`src/rtl/mem_io_pkg.sv`:
```
// Shared encodings for the data-memory / IO access sequencer.
package mem_io_pkg;
  typedef enum logic [1:0] {IDLE, ISSUE, WAIT, RESP} state_t;
  typedef enum logic {OWN_CPU, OWN_LD} owner_t;

  localparam logic [21:0] IO_HI    = 22'h3FFFFF;
  localparam logic [3:0]  LED_OFS  = 4'h6;
  localparam logic [3:0]  SW_OFS   = 4'h7;
  localparam logic [3:0]  TUBE_OFS = 4'h8;
endpackage

```
`src/rtl/mem_io_scheduler_if.sv`:
```
// Requester, data-memory and IO signal bundle around the access sequencer.
interface mem_io_scheduler_if;
  import mem_io_pkg::*;
  logic        cpu_req;
  logic        cpu_we;
  logic [31:0] cpu_addr;
  logic [31:0] cpu_wdata;
  logic [31:0] cpu_rdata;
  logic        cpu_ack;
  logic        cpu_stall;
  logic        ld_req;
  logic [31:0] ld_addr;
  logic [31:0] ld_wdata;
  logic        ld_ack;
  logic        mem_en;
  logic        mem_we;
  logic [31:0] mem_addr;
  logic [31:0] mem_wdata;
  logic [31:0] mem_rdata;
  logic        io_rd;
  logic        io_wr;
  logic [31:0] io_wdata;
  logic [15:0] io_rdata;
  logic        led_cs;
  logic        switch_cs;
  logic        tube_cs;

  // master: the sequencer; slave: the requesters and the memory/IO resources
  modport master (
    input  cpu_req, cpu_we, cpu_addr, cpu_wdata, ld_req, ld_addr, ld_wdata,
           mem_rdata, io_rdata,
    output cpu_rdata, cpu_ack, cpu_stall, ld_ack, mem_en, mem_we, mem_addr,
           mem_wdata, io_rd, io_wr, io_wdata, led_cs, switch_cs, tube_cs
  );
  modport slave (
    output cpu_req, cpu_we, cpu_addr, cpu_wdata, ld_req, ld_addr, ld_wdata,
           mem_rdata, io_rdata,
    input  cpu_rdata, cpu_ack, cpu_stall, ld_ack, mem_en, mem_we, mem_addr,
           mem_wdata, io_rd, io_wr, io_wdata, led_cs, switch_cs, tube_cs
  );
endinterface

```
`src/rtl/mem_io_scheduler_io_addr_decoder.sv`:
```
// Combinational IO-space and chip-select decode for one access.
module io_addr_decoder #(
  parameter logic [21:0] IO_HI = mem_io_pkg::IO_HI
) (
  input  logic [21:0] page,
  input  logic [3:0]  ofs,
  input  logic        we,
  output logic        is_io,
  output logic        led_cs,
  output logic        switch_cs,
  output logic        tube_cs
);
  import mem_io_pkg::*;

  assign is_io     = (page == IO_HI);
  assign led_cs    = is_io &  we & (ofs == LED_OFS);
  assign switch_cs = is_io & ~we & (ofs == SW_OFS);
  assign tube_cs   = is_io &  we & (ofs == TUBE_OFS);
endmodule

```
`src/rtl/mem_io_scheduler.sv`:
```
// Loader-first arbiter and multi-cycle sequencer for data memory and
// memory-mapped IO; one access in flight, acknowledged by a one-cycle pulse.
module mem_io_scheduler #(
  parameter int unsigned MEM_LAT = 1,
  parameter logic [21:0] IO_HI   = mem_io_pkg::IO_HI
) (
  input logic                clock,
  input logic                reset_n,
  mem_io_scheduler_if.master bus
);
  import mem_io_pkg::*;

  logic        ld_sel;
  logic        sel_we;
  logic [31:0] sel_addr;
  logic [31:0] sel_wdata;
  logic        dec_io, dec_led, dec_sw, dec_tube;
  logic        grant_io;

  state_t      state_reg;
  owner_t      owner_reg;
  logic        we_reg;
  logic        is_io_reg;
  logic [2:0]  cnt_reg;
  logic [31:0] cpu_rdata_reg;
  logic        cpu_ack_reg, ld_ack_reg;
  logic        mem_en_reg, mem_we_reg;
  logic [31:0] mem_addr_reg, mem_wdata_reg;
  logic        io_rd_reg, io_wr_reg;
  logic [31:0] io_wdata_reg;
  logic        led_cs_reg, switch_cs_reg, tube_cs_reg;

  assign ld_sel    = bus.ld_req;
  assign sel_we    = ld_sel | bus.cpu_we;
  assign sel_addr  = ld_sel ? bus.ld_addr  : bus.cpu_addr;
  assign sel_wdata = ld_sel ? bus.ld_wdata : bus.cpu_wdata;

  io_addr_decoder #(.IO_HI(IO_HI)) u_dec (
    .page      (sel_addr[31:10]),
    .ofs       (sel_addr[7:4]),
    .we        (sel_we),
    .is_io     (dec_io),
    .led_cs    (dec_led),
    .switch_cs (dec_sw),
    .tube_cs   (dec_tube)
  );

  // The loader only ever targets memory, whatever its address looks like.
  assign grant_io = dec_io & ~ld_sel;

  always_ff @(posedge clock or negedge reset_n) begin
    if (!reset_n) begin
      state_reg     <= IDLE;
      owner_reg     <= OWN_CPU;
      we_reg        <= 1'b0;
      is_io_reg     <= 1'b0;
      cnt_reg       <= 3'd0;
      cpu_rdata_reg <= '0;
      cpu_ack_reg   <= 1'b0;
      ld_ack_reg    <= 1'b0;
      mem_en_reg    <= 1'b0;
      mem_we_reg    <= 1'b0;
      mem_addr_reg  <= '0;
      mem_wdata_reg <= '0;
      io_rd_reg     <= 1'b0;
      io_wr_reg     <= 1'b0;
      io_wdata_reg  <= '0;
      led_cs_reg    <= 1'b0;
      switch_cs_reg <= 1'b0;
      tube_cs_reg   <= 1'b0;
    end else begin
      // strobes, selects and acks are single-cycle pulses
      cpu_rdata_reg <= '0;
      cpu_ack_reg   <= 1'b0;
      ld_ack_reg    <= 1'b0;
      mem_en_reg    <= 1'b0;
      mem_we_reg    <= 1'b0;
      mem_addr_reg  <= '0;
      mem_wdata_reg <= '0;
      io_rd_reg     <= 1'b0;
      io_wr_reg     <= 1'b0;
      io_wdata_reg  <= '0;
      led_cs_reg    <= 1'b0;
      switch_cs_reg <= 1'b0;
      tube_cs_reg   <= 1'b0;
      case (state_reg)
        IDLE: begin
          if (bus.ld_req || bus.cpu_req) begin
            owner_reg <= ld_sel ? OWN_LD : OWN_CPU;
            we_reg    <= sel_we;
            is_io_reg <= grant_io;
            state_reg <= ISSUE;
            if (grant_io) begin
              io_rd_reg     <= ~sel_we;
              io_wr_reg     <= sel_we;
              io_wdata_reg  <= sel_wdata;
              led_cs_reg    <= dec_led;
              switch_cs_reg <= dec_sw;
              tube_cs_reg   <= dec_tube;
            end else begin
              mem_en_reg    <= 1'b1;
              mem_we_reg    <= sel_we;
              mem_addr_reg  <= sel_addr;
              mem_wdata_reg <= sel_wdata;
            end
          end
        end
        ISSUE: begin
          if (we_reg) begin
            cpu_ack_reg <= (owner_reg == OWN_CPU);
            ld_ack_reg  <= (owner_reg == OWN_LD);
            state_reg   <= RESP;
          end else if (is_io_reg) begin
            // only the switch offset is readable; anything else reads as zero
            cpu_rdata_reg <= switch_cs_reg ? {{16{bus.io_rdata[15]}}, bus.io_rdata} : '0;
            cpu_ack_reg   <= 1'b1;
            state_reg     <= RESP;
          end else begin
            cnt_reg   <= 3'(MEM_LAT);
            state_reg <= WAIT;
          end
        end
        WAIT: begin
          cnt_reg <= cnt_reg - 3'd1;
          if (cnt_reg == 3'd1) begin
            cpu_rdata_reg <= bus.mem_rdata;
            cpu_ack_reg   <= 1'b1;
            state_reg     <= RESP;
          end
        end
        RESP:    state_reg <= IDLE;
        default: state_reg <= IDLE;
      endcase
    end
  end

  assign bus.cpu_rdata = cpu_rdata_reg;
  assign bus.cpu_ack   = cpu_ack_reg;
  assign bus.cpu_stall = bus.cpu_req & ~cpu_ack_reg;
  assign bus.ld_ack    = ld_ack_reg;
  assign bus.mem_en    = mem_en_reg;
  assign bus.mem_we    = mem_we_reg;
  assign bus.mem_addr  = mem_addr_reg;
  assign bus.mem_wdata = mem_wdata_reg;
  assign bus.io_rd     = io_rd_reg;
  assign bus.io_wr     = io_wr_reg;
  assign bus.io_wdata  = io_wdata_reg;
  assign bus.led_cs    = led_cs_reg;
  assign bus.switch_cs = switch_cs_reg;
  assign bus.tube_cs   = tube_cs_reg;
endmodule

```
`src/flat_wrapper.sv`:
```
// flat-port wrapper written by rule: the top's interface ports become plain ports
module mem_io_scheduler_flat import mem_io_pkg::*;
#(
  parameter int unsigned MEM_LAT = 1,
  parameter logic [21:0] IO_HI   = mem_io_pkg::IO_HI
)
  (clock, reset_n, bus_cpu_req, bus_cpu_we, bus_cpu_addr, bus_cpu_wdata, bus_ld_req, bus_ld_addr, bus_ld_wdata, bus_mem_rdata, bus_io_rdata, bus_cpu_rdata, bus_cpu_ack, bus_cpu_stall, bus_ld_ack, bus_mem_en, bus_mem_we, bus_mem_addr, bus_mem_wdata, bus_io_rd, bus_io_wr, bus_io_wdata, bus_led_cs, bus_switch_cs, bus_tube_cs);
  mem_io_scheduler_if bus_i ();
  input logic clock;
  input logic reset_n;
  input wire logic [$bits(bus_i.cpu_req)-1:0] bus_cpu_req;
  input wire logic [$bits(bus_i.cpu_we)-1:0] bus_cpu_we;
  input wire logic [$bits(bus_i.cpu_addr)-1:0] bus_cpu_addr;
  input wire logic [$bits(bus_i.cpu_wdata)-1:0] bus_cpu_wdata;
  input wire logic [$bits(bus_i.ld_req)-1:0] bus_ld_req;
  input wire logic [$bits(bus_i.ld_addr)-1:0] bus_ld_addr;
  input wire logic [$bits(bus_i.ld_wdata)-1:0] bus_ld_wdata;
  input wire logic [$bits(bus_i.mem_rdata)-1:0] bus_mem_rdata;
  input wire logic [$bits(bus_i.io_rdata)-1:0] bus_io_rdata;
  output wire logic [$bits(bus_i.cpu_rdata)-1:0] bus_cpu_rdata;
  output wire logic [$bits(bus_i.cpu_ack)-1:0] bus_cpu_ack;
  output wire logic [$bits(bus_i.cpu_stall)-1:0] bus_cpu_stall;
  output wire logic [$bits(bus_i.ld_ack)-1:0] bus_ld_ack;
  output wire logic [$bits(bus_i.mem_en)-1:0] bus_mem_en;
  output wire logic [$bits(bus_i.mem_we)-1:0] bus_mem_we;
  output wire logic [$bits(bus_i.mem_addr)-1:0] bus_mem_addr;
  output wire logic [$bits(bus_i.mem_wdata)-1:0] bus_mem_wdata;
  output wire logic [$bits(bus_i.io_rd)-1:0] bus_io_rd;
  output wire logic [$bits(bus_i.io_wr)-1:0] bus_io_wr;
  output wire logic [$bits(bus_i.io_wdata)-1:0] bus_io_wdata;
  output wire logic [$bits(bus_i.led_cs)-1:0] bus_led_cs;
  output wire logic [$bits(bus_i.switch_cs)-1:0] bus_switch_cs;
  output wire logic [$bits(bus_i.tube_cs)-1:0] bus_tube_cs;
  assign bus_i.cpu_req = bus_cpu_req;
  assign bus_i.cpu_we = bus_cpu_we;
  assign bus_i.cpu_addr = bus_cpu_addr;
  assign bus_i.cpu_wdata = bus_cpu_wdata;
  assign bus_i.ld_req = bus_ld_req;
  assign bus_i.ld_addr = bus_ld_addr;
  assign bus_i.ld_wdata = bus_ld_wdata;
  assign bus_i.mem_rdata = bus_mem_rdata;
  assign bus_i.io_rdata = bus_io_rdata;
  assign bus_cpu_rdata = bus_i.cpu_rdata;
  assign bus_cpu_ack = bus_i.cpu_ack;
  assign bus_cpu_stall = bus_i.cpu_stall;
  assign bus_ld_ack = bus_i.ld_ack;
  assign bus_mem_en = bus_i.mem_en;
  assign bus_mem_we = bus_i.mem_we;
  assign bus_mem_addr = bus_i.mem_addr;
  assign bus_mem_wdata = bus_i.mem_wdata;
  assign bus_io_rd = bus_i.io_rd;
  assign bus_io_wr = bus_i.io_wr;
  assign bus_io_wdata = bus_i.io_wdata;
  assign bus_led_cs = bus_i.led_cs;
  assign bus_switch_cs = bus_i.switch_cs;
  assign bus_tube_cs = bus_i.tube_cs;
  mem_io_scheduler #(.MEM_LAT(MEM_LAT), .IO_HI(IO_HI)) u_core (.clock(clock), .reset_n(reset_n), .bus(bus_i));
endmodule
```
`config.mk`:
```
export PLATFORM = sky130hd
export DESIGN_NAME = mem_io_scheduler_flat
export DESIGN_NICKNAME = d
export VERILOG_FILES = /design/src/rtl/mem_io_pkg.sv /design/src/rtl/mem_io_scheduler_if.sv /design/src/rtl/mem_io_scheduler_io_addr_decoder.sv /design/src/rtl/mem_io_scheduler.sv /design/src/flat_wrapper.sv
export SDC_FILE = /design/constraint.sdc
export NUM_CORES = 1
export LEC_CHECK = 0
export ABC_AREA = 1
export CAP_MARGIN = 30
export CORE_MARGIN = 4
export CORE_UTILIZATION = 35
export CTS_CLUSTER_DIAMETER = 50
export CTS_CLUSTER_SIZE = 12
export DETAILED_ROUTE_END_ITERATION = 8
export GPL_TIMING_DRIVEN = 0
export PLACE_DENSITY_LB_ADDON = 0.08
export SLEW_MARGIN = 20
export SYNTH_ARGS = -nofsm -noshare
export SYNTH_HDL_FRONTEND = slang
export SYNTH_SLANG_ARGS = --single-unit
```
`constraint.sdc`:
```
create_clock -name clock -period 4.63 [get_ports clock]
set_input_delay 1.389 -clock clock [delete_from_list [all_inputs] [get_ports clock]]
set_output_delay 1.389 -clock clock [all_outputs]
set_load 0.005 [all_outputs]
```
==> run summary <==
The worst path uses 84.7% of the clock period. The H-tree depth reported by CTS is 4. The logs give 4 for the number of iterations in the first detailed-routing pass and 14500 µm for the detailed-placement wirelength estimate.

Most used standard cell by instance count after synthesis: dfrtp_1. The synthesized design contains 145 register bits. STA classifies the critical path endpoint as a primary output. The number of placement rows is 46, and the power per cell area is 427 nW/µm². CTS placed an instance of clkbuf_16 at the clock tree root. The final-report max-slew violation count was 0. 319 I/O pins were placed. Once the floorplan was initialized, standard cells occupied 36.0% of the core.

For the hold buffer count at CTS, the log shows 0. In the synthesized netlist the dominant register cell turns out to be dfrtp_1. The data required time at the worst endpoint was 3.24 ns.

Of all cell types, the one taking the most synthesized area is dfrtp_1. For this run the aggregate overflow at the end of global routing stands at 0. The number of nets produced by synthesis is 751, and the final standard cell count with taps included and fillers excluded is 1131. Global routing used 19.6% of the available tracks across all layers. The run finished with clean final reports. The cell repeated most along the worst path was clkdlybuf4s50_1. Clock-pin slew was measured on the worst setup and hold paths at 0.06 ns.

The via count of the first global-routing pass is 5227. For this run, asynchronously set or reset flops after synthesis account for 100%. The worst setup path is launched from a primary input. After the first detailed-routing iteration, the DRC count stood at 234.

The floorplan step set the die height to 136 µm. The layout-stage area growth over the synthesis result is 71.0%, and the number of antenna violations at the first check in global routing is 0. The slowest cell on the critical path is clkdlybuf4s50_1. In the post-synthesis netlist, the biggest area contributors are dfrtp_1, nand2_1, nor2_1. The count of nets left with antenna violations once routing finished came out at 0.

The largest driver fanout on the critical path works out to 2. The design draws 0.00419 W. The share of total power dissipated in combinational logic is 30.4%.

For the utilization after layout, the log shows 61.5%. Setup repair after global routing left no endpoint under its margin. The run gives 1088 as the count of nets after finishing.

The worst hold path belongs to the class flop to flop. The analysis attributes to net switching a power of 0.00124 W. In the synthesized netlist, the cells that appear most often are dfrtp_1, nand2_1, nor2_1, mux2i_1, inv_1. Worst slack at placement: 0.701 ns. After clock tree synthesis, the repair step resized 0 gates. The first global-routing pass estimated 27700 µm of wire. The mapped netlist covers 5740 µm². Detailed routing placed a total of 1970 µm of wire on met3. Traced cell by cell, the critical path runs through clkdlybuf4s50_1 > inv_1 > nor2_1 > clkdlybuf4s50_1. Setup slack on the critical path of the routed design comes to 0.708 ns. STA puts the critical path data arrival time at 2.53 ns.

The final setup skew was 0.00712 ns; the internal power consumption was 0.00295 W. The run gives 9210 µm² as the post-detailed-placement cell area. The leakage power summed over all cells is 4.58 nW, and the wire length after detailed routing is 18300 µm. During synthesis, Yosys emitted a total of 0 warnings.

Headroom to the max-slew limit came out at 65.0%. The mean number of vias per cell is 4.42. The total number of vias came out at 5003. The number of buffer cells added on primary ports was 317.

For the maximum number of pins on one net before global-route repair, the log shows 80. The tools report the count of maximum capacitance violations as 0. Net switching is 29.6% of the power. The clock period minus final worst setup slack is 3.92 ns. Buffers inserted during clock tree synthesis total 17. For the number of different library cells in the post-synthesis netlist, the log shows 27.

Routed signal wires occupy layers up through met4. The repair_antennas step left the layout with diodes totalling 0. The longest individual stage delay on the worst path was 0.53 ns; the synthesized netlist cell count was 565.

The sequential share of the synthesized area was 63.3%; the core area was 15900 µm². In the final routing, the length of wire on met1 measures 6660 µm. With fillers left out, the area of the finished cells amounts to 9810 µm². Counting tap cells, the placed design contains a total of 1099 instances. The worst setup path is of the primary input to primary output kind.

Registers are responsible for 37.1% of the overall power. Of the cells placed in the final design, the portion with a size suffix greater than 1 is 6.67%. Dividing the synthesized area by the synthesized cell count gives 10.2 µm². The run gives 0 as the final routed DRC violation total. For the detailed route wirelength on metal2, the log shows 9220 µm. For the pin with the worst max-slew slack, the measured transition is 0.524 ns. The maximum vdd ir drop is 0.269 mV, and the total die area is 18500 µm².

TritonCTS built the clock tree. The critical path contains buffers and inverters numbering 3 combined. Number of enable-type register cells in the synthesized netlist: 0.

The die boundary width is 136 µm, and the share of Yosys cell area claimed by the top area cell type is 63.3%. The weighted congestion reported at the end of routability-driven placement was 0.863. The average routed wire per standard cell is 16.1 µm, and the maximum achievable frequency is 255 MHz. The run gives 0.42 ns as the latest clock arrival within the worst-skew pair. The power share of the clock group came out at 32.4%. No sink is reached through more buffers than the 2 on the longest clock path.

The cell family contributing the most delay on the critical path is buffers and inverters. For the hold violation count in the final report, the log shows 0. The final setup violation count came out at 0.

After clock tree synthesis, the setup repair step added 0 buffers. The tools report the clock sink total as 145.
-- power groups by stage --
stage / registers, W / clock network [W] / logic [W]
finish: 0.00156 / 0.00136 / 0.00127
global route: 0.00158 / 0.00145 / 0.00140
CTS: 0.00156 / 0.00140 / 0.00130
detailed placement: 0.00158 / 0 / 0.00129
global placement: 0.00157 / 0 / 0.00126
floorplan: 0.00160 / 0 / 0.000500
-- worst paths after layout --
kind                                     start  slack, ns                        to  cells past startpoint
hold / removal                u_core.owner_reg       0.52          u_core.owner_reg                      2
setup / recovery                   bus_cpu_req       0.71             bus_cpu_stall                      4
min in group asynchronous              reset_n       0.90    u_core.bus.mem_addr[9]                      1
max in group asynchronous              reset_n       2.98   u_core.bus.cpu_rdata[7]                      2
hold reg to reg               u_core.owner_reg       0.52          u_core.owner_reg                      2
setup reg to reg           u_core.state_reg[1]       2.60  u_core.bus.cpu_rdata[24]                      7
-- worst min-delay path, stage by stage, from the launching register on --
cell and delay [ns]:
dfrtp_1 0.36, nand2_1 0.05, o21ai_0 0.07
-- routing by layer --
metal | vias to the layer above | global-route usage [%]
met5 | - | 0
met4 | 0 | 6.94
met2 | 218 | 34.7
li1 | 2432 | -
met3 | 26 | 8.18
met1 | 2327 | 21.0
-- area by class of cell --
class                      instances  area (µm²)
buffer                            26         204
timing repair buffer             318        3210
inverter                          42         163
tap                              216         270
fill                            1282        6140
clock buffer                      18         439
sequential                       145        3630
multi-input combinational        352        1740
clock inverter                    14         156
-- placed cells by master (no fill, tap or decap), drive strengths merged --
master / instances
a22o: 1
buf: 20
clkinv: 7
nand3: 3
nand4: 2
o21ai: 15
dfrtp: 145
nor2: 119
o22ai: 1
ha: 5
a21oi: 37
inv: 43
nor3: 2
mux2i: 41
clkinvlp: 4
or2: 1
nand2: 125
bufinv: 2
clkbuf: 26
clkdlybuf4s50: 316
-- metrics by stage --
stage / TNS [ns] / hold WS, ns
2_1_floorplan: 0 / 0.453
3_3_place_gp: -491.08 / 0.485
3_5_place_dp: 0 / 0.520
4_1_cts: 0 / 0.535
5_1_grt: 0 / 0.572
6_report: 0 / 0.520
-- kinds of logic after synthesis --
group                    share of synthesized area (%)
buffers and inverters                             6.39
adder cells (fa/ha/maj)                           1.09
flip-flops                                        63.3
AO/OA/AOI/OAI                                     4.80
multiplexers                                      7.16
AND/OR/NAND/NOR                                   17.3
Power figures use the tool's default switching activity.
